File: src/rtl/mar_pkg.sv
// Shared encodings for the burst-capable memory address register.
package mar_pkg;

  // Step modes; encoding 3 is reserved and behaves as FIX.
  localparam logic [1:0] MODE_FIX = 2'd0;
  localparam logic [1:0] MODE_INC = 2'd1;
  localparam logic [1:0] MODE_DEC = 2'd2;

  typedef enum logic [1:0] {
    ST_IDLE   = 2'd0,
    ST_SINGLE = 2'd1,
    ST_BURST  = 2'd2
  } state_t;

endpackage

File: src/rtl/mar_next_addr.sv
// Step-plus-wrap: advances an address by the stride in the chosen direction,
// letting only the bits selected by wrap_mask change.
module mar_next_addr
  import mar_pkg::*;
#(
  parameter int AW = 13,
  parameter int SW = 4
) (
  input  logic [AW-1:0] a,
  input  logic [1:0]    mode,
  input  logic [SW-1:0] stride,
  input  logic [AW-1:0] wrap_mask,
  output logic [AW-1:0] next_addr
);

  logic [AW-1:0] stride_ext;
  logic [AW-1:0] step;

  assign stride_ext = {{(AW-SW){1'b0}}, stride};

  // Raw step before windowing; reserved mode falls through to FIX.
  always_comb begin
    step = a;
    case (mode)
      MODE_INC: step = a + stride_ext;
      MODE_DEC: step = a - stride_ext;
      default:  step = a;
    endcase
  end

  // Bits outside the window keep their value, bits inside take the step.
  assign next_addr = (a & ~wrap_mask) | (step & wrap_mask);

endmodule

File: src/rtl/mar_burst_agu.sv
// Memory address register with single/burst address issue over valid/ready.
module mar_burst_agu
  import mar_pkg::*;
#(
  parameter int AW = 13,
  parameter int SW = 4,
  parameter int LW = 8
) (
  input  logic          clk,
  input  logic          rst,
  input  logic          wr_mar,
  input  logic [AW-1:0] mar_in,
  input  logic          re_mar,
  input  logic          start,
  input  logic          abort,
  input  logic [1:0]    mode,
  input  logic [SW-1:0] stride,
  input  logic [LW-1:0] burst_len,
  input  logic [AW-1:0] wrap_mask,
  output logic [AW-1:0] mar_out,
  output logic [AW-1:0] addr_out,
  output logic          addr_valid,
  input  logic          addr_ready,
  output logic          busy,
  output logic          done
);

  state_t        state, state_nxt;
  logic [AW-1:0] mar_q, addr_q, wmask_q, mar_nxt;
  logic [LW-1:0] cnt_q;
  logic [1:0]    mode_q;
  logic [SW-1:0] stride_q;
  logic          vld_q, done_q, accept, last_beat;

  assign accept    = vld_q && addr_ready;
  assign last_beat = (cnt_q == LW'(1));

  // Burst parameters are captured at start so the live inputs may change mid-burst.
  mar_next_addr #(.AW(AW), .SW(SW)) u_next (
    .a         (mar_q),
    .mode      (mode_q),
    .stride    (stride_q),
    .wrap_mask (wmask_q),
    .next_addr (mar_nxt)
  );

  // State register.
  always_ff @(posedge clk or negedge rst) begin
    if (!rst) state <= ST_IDLE;
    else      state <= state_nxt;
  end

  // Next-state: IDLE priority wr_mar > start > re_mar; abort always returns to IDLE.
  always_comb begin
    state_nxt = state;
    case (state)
      ST_IDLE: begin
        if (!wr_mar && start && burst_len != '0)  state_nxt = ST_BURST;
        else if (!wr_mar && !start && re_mar)     state_nxt = ST_SINGLE;
      end
      ST_SINGLE: if (abort || accept)               state_nxt = ST_IDLE;
      ST_BURST:  if (abort || (accept && last_beat)) state_nxt = ST_IDLE;
      default:                                      state_nxt = ST_IDLE;
    endcase
  end

  // Datapath: MAR, presented address, beat counter and captured burst setup.
  always_ff @(posedge clk or negedge rst) begin
    if (!rst) begin
      mar_q    <= '0;
      addr_q   <= '0;
      wmask_q  <= '0;
      cnt_q    <= '0;
      mode_q   <= MODE_FIX;
      stride_q <= '0;
      vld_q    <= 1'b0;
      done_q   <= 1'b0;
    end else begin
      done_q <= 1'b0;
      case (state)
        ST_IDLE: begin
          if (wr_mar) begin
            mar_q <= mar_in;
          end else if (start) begin
            if (burst_len != '0) begin
              mode_q   <= mode;
              stride_q <= stride;
              wmask_q  <= wrap_mask;
              cnt_q    <= burst_len;
              addr_q   <= mar_q;
              vld_q    <= 1'b1;
            end else begin
              done_q <= 1'b1;
            end
          end else if (re_mar) begin
            addr_q <= mar_q;
            vld_q  <= 1'b1;
          end
        end
        ST_SINGLE: begin
          if (abort) begin
            vld_q <= 1'b0;
          end else if (accept) begin
            vld_q  <= 1'b0;
            done_q <= 1'b1;
          end
        end
        ST_BURST: begin
          // An accepted beat always advances the MAR, even alongside abort.
          if (accept) begin
            mar_q  <= mar_nxt;
            addr_q <= mar_nxt;
            cnt_q  <= cnt_q - LW'(1);
            if (last_beat) begin
              vld_q  <= 1'b0;
              done_q <= !abort;
            end
          end
          if (abort) vld_q <= 1'b0;
        end
        default: vld_q <= 1'b0;
      endcase
    end
  end

  assign mar_out    = mar_q;
  assign addr_out   = addr_q;
  assign addr_valid = vld_q;
  assign done       = done_q;
  assign busy       = (state != ST_IDLE);

endmodule

File: config.mk
export PLATFORM = sky130hd
export DESIGN_NAME = mar_burst_agu
export DESIGN_NICKNAME = d
export VERILOG_FILES = /design/src/rtl/mar_pkg.sv /design/src/rtl/mar_next_addr.sv /design/src/rtl/mar_burst_agu.sv
export SDC_FILE = /design/constraint.sdc
export NUM_CORES = 1
export LEC_CHECK = 0
export CAP_MARGIN = 25
export CORE_MARGIN = 2
export CORE_UTILIZATION = 51
export DETAILED_ROUTE_END_ITERATION = 8
export PLACE_DENSITY = 0.8
export SLEW_MARGIN = 0
export SYNTH_ARGS = -nofsm -noshare
export SYNTH_HDL_FRONTEND = slang
export SYNTH_SLANG_ARGS = --single-unit
File: constraint.sdc
create_clock -name clk -period 3.08 [get_ports clk]
set_input_delay 0.462 -clock clk [delete_from_list [all_inputs] [get_ports clk]]
set_output_delay 0.462 -clock clk [all_outputs]
set_load 0.02 [all_outputs]
==> insert_results.sql <==
INSERT INTO impl_metrics (metric_group, metric, value, unit) VALUES
('power', 'ir_worst_vdd', '0.399', 'mV'),
('route', 'first_pass_iters', '4', ''),
('sta', 'min_period_over_period', '0.906', ''),
('route', 'detailedRoute.firstIterationViolations', '199', ''),
('synthesis', 'async_reset_ff_frac', '1.00', ''),
('grt', 'first_global_vias', '3246', ''),
('route', 'route.detailed.drc', '0', ''),
('synthesis', 'mappedNetlistArea', '3490', 'sq um'),
('sta', 'max_freq', '359', 'MHz'),
('critical_path', 'r2r_start', 'mode_q[0]$_DFFE_PN0P_', ''),
('floorplanning', 'design.core.area', '6720', 'sq um'),
('power', 'powerDensity', '935', 'nW/um^2'),
('sta', 'finalSetupTns', '0', 'ns'),
('floorplanning', 'die_height', '86.8', 'microns'),
('synthesis', 'cell_type_contributing_the_most_total_cell_area_after_synthesis', 'sky130_fd_sc_hd__dfrtp_1', ''),
('power', 'switching_power', '1850', 'uW'),
('cts', 'clock_sinks', '57', ''),
('synthesis', 'synth_cell_type_count', '59', ''),
('floorplanning', 'chipWidth', '86.8', 'microns'),
('cells_and_area', 'area_delta_synth_final', '28.2', '%'),
('synthesis', 'postSynthAreaPerCell', '9.19', 'sq um'),
('route', 'vias', '3238', ''),
('power', 'p_comb_frac', '0.541', ''),
('synthesis', 'synthFlopType', 'sky130_fd_sc_hd__dfrtp_1', ''),
('power', 'seq_power_share', '0.306', ''),
('sta', 'setup_viol', '0', ''),
('cts', 'cts_tree', 'yes', ''),
('critical_path', 'worst-setup-path-type', 'register to register', ''),
('place', 'hpwlAfterDp', '6660', 'microns'),
('synthesis', 'post_synth_main_area_contributors', 'sky130_fd_sc_hd__dfrtp_1 41%, sky130_fd_sc_hd__ha_1 6.1%, sky130_fd_sc_hd__o21ai_0 5.3%, sky130_fd_sc_hd__nand2_1 4.6%, sky130_fd_sc_hd__mux2_2 4.5%', ''),
('grt', 'grt_pass1_wl', '15000', 'microns'),
('cts', 'cts_repair_resize_count', '0', ''),
('place', 'io_buffers', '75', ''),
('cts', 'clock_latency', '0.34', 'ns'),
('route', 'drt-vias-per-instance', '6.00', ''),
('route', 'drt.antenna.violating_nets', '0', ''),
('cts', 'ctsRootBufferMaster', 'sky130_fd_sc_hd__clkbuf_8', ''),
('sta', 'final_max_slew_viol_count', '0', ''),
('grt', 'grt_use_total', '0.258', ''),
('route', 'drt-total-wl', '9070', 'microns'),
('worst_hold_path', 'worstHoldPathType', 'input port to async pin', ''),
('critical_path', 'critPathMaxFanout', '6', ''),
('place', 'gpl.final_weighted_congestion', '0.944', ''),
('critical_path', 'worstSetupStartpointType', 'register', ''),
('cells_and_area', 'regArea', '1430', 'sq um'),
('synthesis', 'synth_edf_count', '0', ''),
('power', 'power.share.switching', '0.441', ''),
('synthesis', 'synth_fp_nets', '445', ''),
('cells_and_area', 'post-route-util', '0.666', ''),
('power', 'power.share.clock', '0.153', ''),
('power', 'cellInternalPower', '2340', 'uW'),
('power', 'power.total', '4190', 'uW'),
('critical_path', 'setup.worst_path.end_class', 'register', ''),
('sta', 'rsz0062_at_grt', 'false', ''),
('grt', 'antenna_found_initial', '0', ''),
('floorplanning', 'die_outline_area', '7530', 'sq um'),
('sta', 'slew-limit-headroom', '0.504', ''),
('cells_and_area', 'antenna_cells_inserted', '0', ''),
('sta', 'finClkSkew', '0.00625', 'ns'),
('synthesis', 'seq_area_frac_synth', '0.408', ''),
('run_status', 'result_of_the_run', 'finished, final reports clean', ''),
('power', 'leakagePower', '0.00187', 'uW'),
('critical_path', 'worstPathArrival', '3.01', 'ns'),
('sta', 'worst_pin_slew', '0.744', 'ns'),
('critical_path', 'rr_endpoint', 'addr_out[10]$_DFFE_PN0P_', ''),
('cells_and_area', 'multiInputGateArea', '1930', 'sq um'),
('cts', 'setup_repair_bufs_after_cts', '0', ''),
('synthesis', 'synth_most_common_cell', 'sky130_fd_sc_hd__dfrtp_1', ''),
('synthesis', 'post_synth_inst_count', '380', ''),
('cts', 'htree_num_levels', '3', ''),
('grt', 'gr-total-overflow', '0', '');
-- worst max-delay path, cell delays in order, from the launching register on --
cell and delay, ns:
sky130_fd_sc_hd__dfrtp_1 0.36, sky130_fd_sc_hd__inv_1 0.08, sky130_fd_sc_hd__ha_1 0.30, sky130_fd_sc_hd__mux2i_1 0.16, sky130_fd_sc_hd__fa_1 0.47, sky130_fd_sc_hd__a21oi_1 0.23
sky130_fd_sc_hd__o211a_1 0.19, sky130_fd_sc_hd__nor2_1 0.07, sky130_fd_sc_hd__a311oi_2 0.29, sky130_fd_sc_hd__xnor2_1 0.11, sky130_fd_sc_hd__a311oi_2 0.30, sky130_fd_sc_hd__o21ai_1 0.11
-- cell type report --
cell class / count / area share
clock buffer: 10 / 0.0307
clock inverter: 6 / 0.00950
inverter: 15 / 0.0126
multi-input combinational: 292 / 0.431
sequential: 57 / 0.319
tap: 80 / 0.0224
timing repair buffer: 80 / 0.175
-- cells by family (layout without fill, tap and decap cells) --
logic type | after synthesis | in the layout | share of synthesized area
AOI/OAI and AO/OA | 127 | 127 | 0.239
and+or+nand+nor | 118 | 118 | 0.164
DFF | 57 | 57 | 0.408
buffers and inverters | 31 | 111 | 0.0383
adders and majority gates | 18 | 18 | 0.0666
muxes | 17 | 17 | 0.0537
xor gates and xnor gates | 12 | 12 | 0.0301
-- metal layers --
| layer | GRT usage | vias to the layer above | wire, microns |
|---|---|---|---|
| met1 | 0.316 | 1550 | 3850 |
| met2 | 0.429 | 129 | 4360 |
| met3 | 0.0648 | 28 | 572 |
| met5 | 0 | - | 0 |
| met4 | 0.114 | 0 | 287 |
| li1 | - | 1531 | - |
-- registers in the layout, indices dropped and copies added (netlist names) --
signal / cells
done: 1
wmask_q: 13
mar_out: 13
stride_q: 4
addr_valid: 1
cnt_q: 8
mode_q: 2
state: 2
addr_out: 13
-- per-stage QoR --
stage | hold slack, ns | instance area [sq um] | std cells | setup slack, ns
floorplan | 0.166 | 3490 | 380 | 0.474
global placement | 0.461 | 4300 | 524 | 0.442
detailed placement | 0.467 | 4300 | 524 | 0.312
CTS | 0.288 | 4480 | 540 | 0.298
global route | 0.330 | 4480 | 540 | 0.0141
finish | 0.242 | 4480 | 540 | 0.291
-- worst max-delay path by stage --
stage | start | end | slack (ns)
after global routing | stride_q[2]$_DFFE_PN0P_ | mar_out[10]$_DFFE_PN0P_ | 0.01
after global placement | mode_q[0]$_DFFE_PN0P_ | mar_out[10]$_DFFE_PN0P_ | 0.44
after detailed placement | mode_q[0]$_DFFE_PN0P_ | mar_out[10]$_DFFE_PN0P_ | 0.31
after CTS | mode_q[0]$_DFFE_PN0P_ | mar_out[10]$_DFFE_PN0P_ | 0.30
final | mode_q[0]$_DFFE_PN0P_ | addr_out[10]$_DFFE_PN0P_ | 0.29
after floorplan | mode_q[0]$_DFFE_PN0P_ | addr_out[10]$_DFFE_PN0P_ | 0.47
-- cells in the final DEF, fill, tap and decap left out, types with 3 or more instances in the layout --
cell type | synthesis | final
sky130_fd_sc_hd__o211ai_1 | 3 | 3
sky130_fd_sc_hd__ha_1 | 17 | 17
sky130_fd_sc_hd__a211oi_1 | 5 | 5
sky130_fd_sc_hd__nor3_1 | 11 | 11
sky130_fd_sc_hd__xor2_1 | 5 | 5
sky130_fd_sc_hd__o21ai_1 | 5 | 5
sky130_fd_sc_hd__a21boi_0 | 3 | 3
sky130_fd_sc_hd__mux2_2 | 14 | 14
sky130_fd_sc_hd__clkdlybuf4s50_1 | 0 | 74
sky130_fd_sc_hd__a21o_1 | 8 | 8
sky130_fd_sc_hd__a22oi_1 | 4 | 4
sky130_fd_sc_hd__nand2_1 | 43 | 43
sky130_fd_sc_hd__nor2_1 | 31 | 31
sky130_fd_sc_hd__o21ai_0 | 37 | 37
sky130_fd_sc_hd__dfrtp_1 | 57 | 57
sky130_fd_sc_hd__buf_4 | 2 | 5
sky130_fd_sc_hd__nor2b_1 | 4 | 4
sky130_fd_sc_hd__a21oi_1 | 25 | 25
sky130_fd_sc_hd__a311oi_1 | 3 | 3
sky130_fd_sc_hd__nor4_2 | 3 | 3
sky130_fd_sc_hd__nand3_1 | 10 | 10
sky130_fd_sc_hd__xnor2_1 | 7 | 7
sky130_fd_sc_hd__clkbuf_8 | 0 | 10
sky130_fd_sc_hd__a31oi_1 | 6 | 6
sky130_fd_sc_hd__inv_1 | 15 | 15
sky130_fd_sc_hd__o31ai_1 | 7 | 7
sky130_fd_sc_hd__mux2i_1 | 3 | 3
-- power by group through the flow --
stage                     clock (uW)  combinational [uW]  sequential [uW]
final                            641                2260             1280
after CTS                        649                2250             1280
after detailed placement           0                2230             1290
after global routing             687                2490             1310
after floorplan                    0                1360             1410
after global placement             0                2180             1270
(Power assumes the default switching activity.)
==> patch: new RTL, same settings <==
Encoding of `state_t`: now one-hot (3 bits for 3 states).
--- a/src/rtl/mar_pkg.sv
+++ b/src/rtl/mar_pkg.sv
@@ -7,8 +7,8 @@
   localparam logic [1:0] MODE_DEC = 2'd2;
 
-  typedef enum logic [1:0] {
-    ST_IDLE   = 2'd0,
-    ST_SINGLE = 2'd1,
-    ST_BURST  = 2'd2
+  typedef enum logic [2:0] {
+    ST_IDLE   = 3'b001,
+    ST_SINGLE = 3'b010,
+    ST_BURST  = 3'b100
   } state_t;
 
Check against the original RTL: no difference found for any inputs over 4 cycles, from zero or initial values and one cycle with rst low; so few cycles prove little.
==> patch against the original RTL <==
  * Core utilization up 3.1 points
  * Wire length rose by 6.1%
  * Worst setup slack worse by 130 ps
  * Die area increased by 2.7%
  * Cell area up 5.8%
  * Non-clock buffer count increased by 10
  * Power rose by 15%
  * Area after synthesis up 2.8%
  * Sequential cell count rose by 1
==> patch: results (changes against the original RTL) <==
{| class="wikitable"
! Metric !! Value
|-
| Vias per std cell || 5.92 (-1.2%)
|-
| Post-synthesis compound-gate area fraction || 23.4% (-0.45 points)
|-
| Utilization of the core after routing || 69.7% (+3.1 points)
|-
| Share of the final layout cell area in multi-input gates || 42.9% (-0.29 points)
|-
| Post-Place Cells || 562 (+7.3%)
|-
| GRT Util Overall || 26.7% (+0.96 points)
|-
| Clock tree buffer count of the final layout || 11 (+1)
|-
| Power share of the sequential group || 28.2% (-2.4 points)
|-
| Status || finished clean
|-
| Router iterations before antenna repair || 5 (+1)
|-
| Total power per unit cell area || 1020 nW/um^2 (+8.6%)
|-
| Cell count of the worst reg-to-reg path || 10 (-1)
|-
| Critical path arrival || 3140 ps (+130 ps)
|-
| Design internal power || 0.00276 W (+18%)
|-
| Maximum clock rate || 342 MHz (-4.5%)
|-
| Max-slew headroom || 51.6% (+1.2 points)
|-
| Mean routed wirelength per cell || 16.6 um (-1.0%)
|-
| Final Hold Slack || 178 ps (-63.9 ps)
|-
| Seq area share || 30.7% (-1.2 points)
|-
| Flop2flop setup slack || 160 ps (-130 ps)
|-
| Crit-path max FO || 4 (-2)
|-
| Sequential cell area fraction in the yosys report || 40.5% (-0.39 points)
|-
| Number of violations reported at the end of detailed-routing iteration 0 || 133 (-33%)
|-
| Multi-input combinational gate total || 304 (+4.1%)
|-
| Combinational gate power || 0.00267 W (+18%)
|-
| Maximum number of pins on one net before global-route repair || 37 (-36%)
|-
| Biggest cell delay along the critical path || 630 ps (+160 ps)
|-
| Non-clk bufs || 90 (+13%)
|-
| Category of cells accounting for the largest share of critical-path delay || simple AND/OR/NAND/NOR gates
|-
| Routed wire length || 9.62 mm (+6.1%)
|-
| HPWL reported at the end of detailed placement || 7.14 mm (+7.2%)
|-
| Fraction of layout cells with a size suffix above 1 || 13.9% (+2.1 points)
|-
| Total Die Area || 7730 um^2 (+2.7%)
|-
| Final clock-cell share || 4.62% (+0.60 points)
|-
| Layout filler cell count || 536 (-2.2%)
|-
| Sequential cells || 58 (+1.8%)
|-
| Pre-CTS setup slack || 86.3 ps (-226 ps)
|-
| Most frequent cells after synthesis || dfrtp_1, a21oi_1, nor2_1, o21ai_0, nand2_1
|-
| Peak supply drop || 0.527 mV (+32%)
|-
| Number of distinct library cell variants in the gate-level netlist after synthesis || 57 (-3.4%)
|-
| Clock skew || 10.4 ps (+4.17 ps)
|-
| Pleak || 1.99 nW (+6.2%)
|-
| Number of nets produced by synthesis || 460 (+3.4%)
|-
| Final weighted congestion in routability-driven placement || 0.968 (+2.5%)
|-
| Vias in the first global route || 3354 (+3.3%)
|-
| Adder and majority cell fraction of the synthesized area || 6.48% (-0.18 points)
|-
| Xor/xnor share of the synthesized area || 1.71% (-1.3 points)
|-
| Timing startpoint of the critical path || stride_q[0]
|-
| Wire length of the first global-routing pass || 15.8 mm (+5.3%)
|}
## patch: cell count changes after synthesis, sizes merged, moves of 4 or more
cell	delta
clkbuf	+6
nand3	-5
nand2b	+4
nor2b	+7
o21ai	-8
buf	-4
nand2	-11
a21oi	+12
mux2	+6
## patch: timing repair
action,4_1_cts,5_1_grt
buffers inserted,0,1
hold buffers,0,0
endpoints found under the setup margin,0,3
gates resized for setup,0,4
## patch: routing by layer
metal  up-vias  global-route usage, %  part of all wire [%]
met1      1677                   34.3                    43
met2       123                   43.9                    49
met5         -                      0                     0
met3        13                   4.71                   6.1
li1       1616                      -                     -
met4         0                   12.4                   1.3
## patch: how the worst max path moves through the flow
stage	to	depth (start not counted)
after global placement	addr_out[7]	10
after CTS	mar_out[7]	10
after floorplan	addr_out[12]	12
after global routing	addr_out[12]	10
after detailed placement	mar_out[7]	10
final	mar_out[7]	10
